**src/rtl/weight_stream_reader.sv**
```systemverilog
// Streams a contiguous, wrapping address range out of the weight memory as one
// AXI-Stream packet, with a 2-entry skid FIFO absorbing the 1-cycle read latency.
module weight_stream_reader #(
  parameter int DATAW = 128,
  parameter int DEPTH = 64,
  parameter int ADDRW = $clog2(DEPTH),
  parameter int DESTW = 4
) (
  input  logic             clk,
  input  logic             rst,
  input  logic             start,
  input  logic [ADDRW-1:0] base_addr,
  input  logic [ADDRW:0]   len,
  input  logic [DESTW-1:0] dest,
  output logic             busy,
  output logic             done,
  output logic [ADDRW-1:0] mem_raddr,
  input  logic [DATAW-1:0] mem_rdata,
  output logic             m_axis_tvalid,
  input  logic             m_axis_tready,
  output logic [DATAW-1:0] m_axis_tdata,
  output logic             m_axis_tlast,
  output logic [DESTW-1:0] m_axis_tdest
);

  typedef enum logic [1:0] {IDLE, RUN, DRAIN} state_t;

  state_t state, state_next;

  logic [ADDRW-1:0] next_addr;
  logic [ADDRW-1:0] raddr_q;
  logic [ADDRW:0]   len_q;
  logic [ADDRW:0]   issue_cnt;
  logic [DESTW-1:0] dest_q;
  logic             inflight;
  logic             inflight_last;
  logic             done_q;

  logic [DATAW-1:0] fifo_data [2];
  logic [1:0]       fifo_last;
  logic             wr_ptr;
  logic             rd_ptr;
  logic [1:0]       fifo_cnt;

  logic             accept;
  logic             issue;
  logic             issue_last;
  logic [ADDRW-1:0] issue_addr;
  logic [ADDRW:0]   issue_cnt_next;
  logic [2:0]       occupancy;
  logic             pop;
  logic             fifo_wr;
  logic             last_beat;

  function automatic logic [ADDRW-1:0] addr_inc(input logic [ADDRW-1:0] a);
    return (a == ADDRW'(DEPTH - 1)) ? '0 : a + ADDRW'(1);
  endfunction

  assign pop           = m_axis_tvalid && m_axis_tready;
  assign fifo_wr       = inflight;
  assign m_axis_tvalid = (fifo_cnt != 2'd0);
  assign m_axis_tdata  = fifo_data[rd_ptr];
  assign m_axis_tlast  = m_axis_tvalid && fifo_last[rd_ptr];
  assign m_axis_tdest  = dest_q;
  assign last_beat     = pop && m_axis_tlast;
  assign busy          = (state != IDLE);
  assign done          = done_q;

  // The first read goes out in the start cycle itself, so the address path
  // bypasses the register; otherwise the last issued address is held.
  assign mem_raddr = issue ? issue_addr : raddr_q;

  // NOTE: every variable driven here gets a default first so no latch is inferred.
  always_comb begin
    state_next     = state;
    accept         = 1'b0;
    issue          = 1'b0;
    issue_addr     = next_addr;
    issue_cnt_next = issue_cnt + (ADDRW+1)'(1);
    issue_last     = (issue_cnt_next == len_q);
    occupancy      = {1'b0, fifo_cnt} + {2'b0, inflight};

    case (state)
      IDLE: begin
        if (start && len != '0) begin
          accept         = 1'b1;
          issue          = 1'b1;
          issue_addr     = base_addr;
          issue_cnt_next = (ADDRW+1)'(1);
          issue_last     = (len == (ADDRW+1)'(1));
          state_next     = issue_last ? DRAIN : RUN;
        end
      end
      RUN: begin
        // Never let buffered + in-flight words exceed the two FIFO slots.
        if (occupancy < 3'd2 + {2'b0, pop}) begin
          issue = 1'b1;
          if (issue_last) state_next = DRAIN;
        end
      end
      DRAIN: begin
        if (last_beat) state_next = IDLE;
      end
      default: state_next = IDLE;
    endcase

    if (rst) begin
      accept = 1'b0;
      issue  = 1'b0;
    end
  end

  // NOTE: sequential state uses non-blocking assignments so all registers
  // update from the same pre-edge values.
  always_ff @(posedge clk) begin
    if (rst) state <= IDLE;
    else     state <= state_next;
  end

  always_ff @(posedge clk) begin
    if (rst) begin
      raddr_q       <= '0;
      next_addr     <= '0;
      len_q         <= '0;
      issue_cnt     <= '0;
      dest_q        <= '0;
      inflight      <= 1'b0;
      inflight_last <= 1'b0;
      fifo_last     <= '0;
      wr_ptr        <= 1'b0;
      rd_ptr        <= 1'b0;
      fifo_cnt      <= '0;
      done_q        <= 1'b0;
    end else begin
      done_q        <= (state == DRAIN) && last_beat;
      inflight      <= issue;
      inflight_last <= issue && issue_last;
      if (accept) begin
        len_q  <= len;
        dest_q <= dest;
      end
      if (issue) begin
        raddr_q   <= issue_addr;
        next_addr <= addr_inc(issue_addr);
        issue_cnt <= issue_cnt_next;
      end
      if (fifo_wr) begin
        fifo_last[wr_ptr] <= inflight_last;
        wr_ptr            <= ~wr_ptr;
      end
      if (pop) rd_ptr <= ~rd_ptr;
      fifo_cnt <= fifo_cnt + {1'b0, fifo_wr} - {1'b0, pop};
    end
  end

  // NOTE: the data storage is deliberately not reset; fifo_cnt alone says
  // which entries are valid.
  always_ff @(posedge clk) begin
    if (fifo_wr) fifo_data[wr_ptr] <= mem_rdata;
  end

  fifo_no_overflow: assert property (@(posedge clk) disable iff (rst)
    !(fifo_wr && !pop && fifo_cnt == 2'd2));

endmodule

```
**config.mk**
```make
export PLATFORM = sky130hd
export DESIGN_NAME = weight_stream_reader
export DESIGN_NICKNAME = d
export VERILOG_FILES = /design/src/rtl/weight_stream_reader.sv
export SDC_FILE = /design/constraint.sdc
export NUM_CORES = 1
export LEC_CHECK = 0
export CORE_MARGIN = 4
export CORE_UTILIZATION = 30
export CTS_CLUSTER_SIZE = 14
export DETAILED_ROUTE_END_ITERATION = 8
export DONT_BUFFER_PORTS = 1
export HOLD_SLACK_MARGIN = 0.05
export PLACE_DENSITY_LB_ADDON = 0.2
export SYNTH_ARGS = -nofsm -noshare
export SYNTH_HDL_FRONTEND = slang
export SYNTH_SLANG_ARGS = --single-unit
```
**constraint.sdc**
```tcl
create_clock -name clk -period 6.2 [get_ports clk]
set_clock_uncertainty 0.1 [all_clocks]
set_input_delay 1.86 -clock clk [delete_from_list [all_inputs] [get_ports clk]]
set_output_delay 1.86 -clock clk [all_outputs]
set_load 0.05 [all_outputs]
```
==> results of run 1 <==
-- per-layer routing --
| metal | up-vias | routed length (um) | track usage [%] |
|---|---|---|---|
| li1 | 2593 | - | - |
| met1 | 2806 | 9250 | 13.1 |
| met2 | 243 | 12400 | 20.0 |
| met3 | 44 | 3000 | 6.21 |
| met4 | 2 | 735 | 5.02 |
| met5 | - | 20 | 0 |
-- per-stage QoR --
step	instances	util [%]	cell area (um2)
after global routing	1224	35.3	13100
after CTS	1224	35.3	13100
after detailed placement	1161	32.5	12000
after floorplan	669	-	11300
after global placement	1161	32.5	12000
final	1224	35.3	13100
-- worst max path at each step --
| stage | cells past startpoint | end | startpoint | slack (ns) |
|---|---|---|---|---|
| 6_report | 5 | mem_raddr[0] | len[6] | 0.27 |
| 2_1_floorplan | 7 | mem_raddr[2] | len[6] | 0.23 |
| 5_1_grt | 6 | mem_raddr[0] | len[6] | 0.17 |
| 3_5_place_dp | 5 | mem_raddr[0] | len[6] | 0.27 |
| 3_3_place_gp | 5 | mem_raddr[0] | len[6] | 0.27 |
| 4_1_cts | 5 | mem_raddr[0] | len[6] | 0.26 |
-- worst max-delay path, delay by kind of cell --
family	cells	cell delay, ns
simple gates	1	0.54
mux	1	0.27
compound gates	2	1.26
buf+inv	1	0.04
-- cell families after synthesis --
family          share of synthesized area [%]
compound gates                           3.51
xor+xnor                                 1.62
fa+ha+maj                               0.662
buf+inv                                  1.24
flops                                    75.2
mux                                      13.0
simple gates                             4.74
-- area by class of cell --
type	count	share of cell area [%]
repair buffers	14	0.997
multi-input cells	336	20.5
clock inverters	18	0.987
inverters	9	0.259
clock buffers	45	7.07
flip-flops and latches	298	65.4
well taps	504	4.83
-- placed cells by master (no fill, tap or decap), types with 10 or more instances in the layout --
master,instances
dfxtp_1,41
a21oi_1,23
nor2_1,30
clkbuf_16,35
xor2_1,10
mux2_2,129
edfxtp_1,256
buf_4,12
nand2_1,48
xnor2_1,11
-- registers in the layout, summed over array words and instances, names as in the netlist, named ones only --
register / count
state: 2
m_axis_tdest: 4
done: 1
inflight_last: 1
fifo_last: 2
wr_ptr: 1
rd_ptr: 1
len_q: 7
fifo_wr: 1
fifo_data: 256
fifo_cnt: 2
next_addr: 6
raddr_q: 6
issue_cnt: 7
-- power breakdown --
group / leakage (uW) / total (uW) / internal, uW / switching, uW
Clock: 0.000512 / 1870 / 1100 / 768
Sequential: 0.00270 / 2550 / 2430 / 127
Combinational: 0.00101 / 1730 / 384 / 1350
Total: 0.00423 / 6150 / 3910 / 2240
==> run_results.csv, run 1 <==
group,metric,value,unit
final_layout,regArea,8530,um2
critical_path,critPathRequiredTime,4.24,ns
drt,wl_per_cell,20.8,um
timing,worst_slew_pin_slew,1.11,ns
placed_design,dp_hpwl,17200,um
yosys,synth.most_common_cell,"edfxtp_1",
clock_network,cts_sinks,298,
critical_path,crit_path_max_incr_delay,0.86,ns
final_layout,final_nets,849,
clock_network,cts_root_buf,"clkbuf_16",
pwr,total_power,6150,uW
drt,viasPerCell,4.65,
global_routing,grt_pass1_vias,5863,
final_layout,multiInputGateArea,2680,um2
critical_path,rr_worst_depth,10,
outcome,status,"finished, final reports clean",
final_layout,fillers,3558,
pwr,p_leak,0.00423,uW
floorplanning,core,37000,um2
pwr,powerDensity,471,nW/um2
floorplanning,die_h,202,um
yosys,synth_edf_count,256,
floorplanning,ios,291,
critical_path,rrSetupSlack,3.39,ns
clock_network,cts_buffer_depth,3,
clock_network,insertion_delay,0.52,ns
clock_network,cts_tree,"done",
min_path,hp-class,"reg -> reg",
global_routing,grt_use_total,12.1,%
floorplanning,die_area,41000,um2
yosys,synth_top_area_cell,"edfxtp_1",
min_path,min_to,"fifo_last[0]$_SDFFE_PP0P_",
pwr,max-vdd-ir-drop,282,uV
yosys,synth_warnings,0,
critical_path,slowest_stage,"a21oi_1",
yosys,synth_fp_nets,824,
yosys,synthTopCellsByCount,"edfxtp_1 (256), mux2_2 (129), nand2_1 (48)",
floorplanning,die_w,202,um
clock_network,postCtsSetupRepairBufs,0,
critical_path,critPathMaxFanout,6,
critical_path,rr_endpoint,"raddr_q[0]$_SDFF_PP0_",
critical_path,r2r_start,"fifo_cnt[0]$_SDFF_PP0_",
global_routing,grt_antenna_before_repair,1,
timing,fmax,169,MHz
floorplanning,start_util,30.7,%
clock_network,cts_resized,0,
clock_network,cts_hold_buf,0,
clock_network,cts_max_level,2,
critical_path,cp-start-kind,"primary input",
drt,drt_iter0_markers,259,
global_routing,grt_pass1_wl,37700,um
final_layout,final_layout_size_suffix_gt1_share,27.8,%
min_path,worstHoldStart,"inflight_last$_SDFF_PP0_",
global_routing,overflow,0,
final_layout,syn2layout_area_growth,15.2,%
yosys,seq_area_frac_synth,75.2,%
clock_network,clk_pin_slew,0.05,ns
yosys,synth_ff_type,"edfxtp_1",
placed_design,portBuffers,0,
timing,finalHoldViolCount,0,
placed_design,gp_congestion,0.824,
final_layout,diodes,0,
drt,ant_nets,0,
yosys,ys_ff_latch,298,
drt,dr.pass1.iters,4,
drt,num_vias,5688,
timing,slew_headroom,26.0,%
floorplanning,rows,70,
critical_path,cp_cell_sequence,"or4_4 -> o41ai_4 -> mux2_2 -> inv_2 -> a21oi_1",
timing,setup_tns,0,ns
critical_path,criticalPathCategory,"in -> out",
timing,setup_violations,0,
yosys,synth_area_leaders,"edfxtp_1 (68%), mux2_2 (13%), dfxtp_1 (7.4%)",
global_routing,grt_max_degree,113,
yosys,synth_top_area_share,67.8,%
critical_path,worst_ep_arrival_time,3.97,ns
timing,whs,0.363,ns
drt,route.detailed.drc,0,
run,cap_violations,0,
timing,period_share,95.6,%
clock_network,cts-buffers-inserted,35,
yosys,syn_area_per_cell,16.9,um2
timing,setup_ws,0.271,ns
drt,wirelength,25400,um
timing,period_needed,5.93,ns
yosys,synthArstFlopShare,0,%
timing,rsz0062_at_grt,"false",
placed_design,pre_cts_slack,0.269,ns
yosys,netlist_area,11300,um2
yosys,synthCells,669,
critical_path,cp-end-kind,"output pin",
timing,slew_violations,0,
min_path,hold_depth,2,
yosys,synth_cell_types,45,
(Power assumes the default switching activity.)
==> run 2, diff against run 1 <==
- CELL_PAD_IN_SITES_DETAIL_PLACEMENT: unset -> 1
- CELL_PAD_IN_SITES_GLOBAL_PLACEMENT: unset -> 1
- SETUP_SLACK_MARGIN: unset -> 0.05
- SLEW_MARGIN: unset -> 15
==> run_results.csv, run 2 (synthesis gave the netlist of run 1 again) <==
group,metric,value,unit
critical_path,cp_num_buf_inv,1,
min_path,worstHoldStart,"len_q[0]$_SDFFE_PP0P_",
timing,slew_violations,0,
critical_path,cp_top_family,"compound AO/OA/AOI/OAI gates",
timing,finalHoldViolCount,0,
placed_design,portBuffers,0,
outcome,status,"finished, final reports clean",
global_routing,grt_pass1_wl,38600,um
clock_network,cts_buffer_depth,3,
global_routing,grt_antenna_before_repair,0,
final_layout,final_nets,850,
timing,setup_violations,0,
floorplanning,die_w,202,um
drt,wirelength,26200,um
clock_network,cts_tree,"done",
critical_path,slowest_stage,"a21oi_1",
clock_network,postCtsSetupRepairBufs,0,
timing,period_needed,6.00,ns
critical_path,critPathMaxFanout,6,
clock_network,cts-buffers-inserted,35,
clock_network,cts_max_level,2,
clock_network,clk_pin_slew,0.05,ns
final_layout,top_regs,"fifo_data: 256 flops, issue_cnt: 7 flops, len_q: 7 flops",
min_path,hp-class,"reg -> reg",
final_layout,largest-register,"fifo_data",
clock_network,cts_root_buf,"clkbuf_16",
final_layout,largest_reg_flops,256,
final_layout,final_common_cell,"edfxtp_1",
final_layout,diodes,0,
global_routing,grt_use_total,12.3,%
timing,rsz0062_at_grt,"false",
floorplanning,die_h,202,um
critical_path,r2r_start,"fifo_cnt[0]$_SDFF_PP0_",
timing,period_share,96.8,%
pwr,pwr-share-seq,41.1,%
timing,worst_slew_pin_slew,1.12,ns
pwr,clockPowerShare,30.9,%
pwr,p_switching,2250,uW
critical_path,cp-end-kind,"output pin",
pwr,max-vdd-ir-drop,284,uV
clock_network,cts_sinks,298,
clock_network,cts_hold_buf,0,
floorplanning,core,37000,um2
drt,route.detailed.drc,0,
critical_path,critPathLaunch,"len[6]",
drt,dr.pass1.iters,4,
clock_network,cts_resized,0,
drt,num_vias,5648,
global_routing,grt_max_degree,109,
final_layout,syn2layout_area_growth,15.5,%
final_layout,fin_cells,1222,
pwr,p_comb_share,28.0,%
drt,wl_per_cell,21.5,um
pwr,powerDensity,475,nW/um2
floorplanning,die_area,41000,um2
pwr,p_leak,0.00424,uW
drt,drt_iter0_markers,308,
critical_path,criticalPathCategory,"in -> out",
critical_path,worst_ep_arrival_time,4.04,ns
global_routing,overflow,0,
final_layout,mostFrequentLayoutCells,"edfxtp_1 (256), mux2_2 (129), nand2_1 (48)",
final_layout,fin_util,35.4,%
placed_design,gp_congestion,0.820,
timing,setup_tns,0,ns
placed_design,dp_hpwl,17900,um
critical_path,crit_path_max_incr_delay,0.87,ns
floorplanning,ios,291,
clock_network,insertion_delay,0.52,ns
floorplanning,rows,70,
pwr,internal_power,3960,uW
timing,fmax,167,MHz
final_layout,final_layout_size_suffix_gt1_share,28.1,%
run,cap_violations,0,
placed_design,dp_cells,1162,
final_layout,fillers,3790,
drt,ant_nets,0,
critical_path,cp_cell_sequence,"or4_4 -> o41ai_4 -> mux2_2 -> inv_2 -> a21oi_1",
global_routing,grt_pass1_vias,6130,
pwr,netSwitchingFraction,36.2,%
timing,slew_headroom,25.5,%
critical_path,cp-start-kind,"primary input",
floorplanning,start_util,30.7,%
drt,viasPerCell,4.62,
critical_path,critPathRequiredTime,4.24,ns
-- run 2: cell count changes in the layout (fill, tap and decap cells not counted), sizes merged --
cell and delta:
buf +1, bufinv +1, clkbuf +1, clkinv -4
inv -1
-- run 2: per-stage QoR --
step	cell area (um2)	worst slack (ns)	hold WS, ns	total power, uW
after floorplan	11300	0.232	0.332	4100
after global placement	12000	0.242	0.345	4340
after detailed placement	12000	0.182	0.357	4360
after CTS	13100	0.170	0.364	6330
after global routing	13100	0.0965	0.393	6480
final	13100	0.197	0.362	6210
-- run 2: routing by layer --
| layer | up-vias | wire length (um) | track usage (%) | part of all wire (%) |
|---|---|---|---|---|
| met5 | - | 0 | 0 | 0 |
| met3 | 35 | 2650 | 6.14 | 10 |
| met1 | 2845 | 9670 | 13.2 | 37 |
| met2 | 191 | 13300 | 21.3 | 51 |
| met4 | 0 | 548 | 3.90 | 2.1 |
| li1 | 2577 | - | - | - |
-- run 2: final cells by class --
type                            count  area [um2]  area share [%]
Sequential cell                   298        8530            65.2
Tap cell                          504         631            4.82
Inverter                            9        33.8           0.258
Clock inverter                     14         144            1.10
Multi-Input combinational cell    336        2680            20.4
Clock buffer                       46         938            7.17
Timing Repair Buffer               15         138            1.05
-- run 2: power groups by stage --
stage	clock (uW)	sequential, uW	combinational (uW)
after floorplan	0	2540	1570
after global placement	0	2590	1750
after detailed placement	0	2610	1760
after CTS	2000	2560	1770
after global routing	2090	2580	1810
final	1920	2560	1740
-- run 2: worst paths after layout --
path	slack, ns	cells past startpoint	endpoint
worst max-delay path	0.20	5	mem_raddr[0]
worst min-delay path	0.36	2	len_q[0]$_SDFFE_PP0P_
worst max register to register	3.36	10	raddr_q[0]$_SDFF_PP0_
worst min register to register	0.36	2	len_q[0]$_SDFFE_PP0P_
-- run 2: worst reg2reg max path, stage by stage, from the launching register on --
cell      delay [ns]
dfxtp_1         0.34
ha_1            0.21
ha_1            0.17
nand2b_1        0.15
or3_1           0.32
nor2_1          0.19
nor2_2          0.08
inv_2           0.10
nor2_1          0.05
a21oi_1         0.85
nor2b_1         0.22
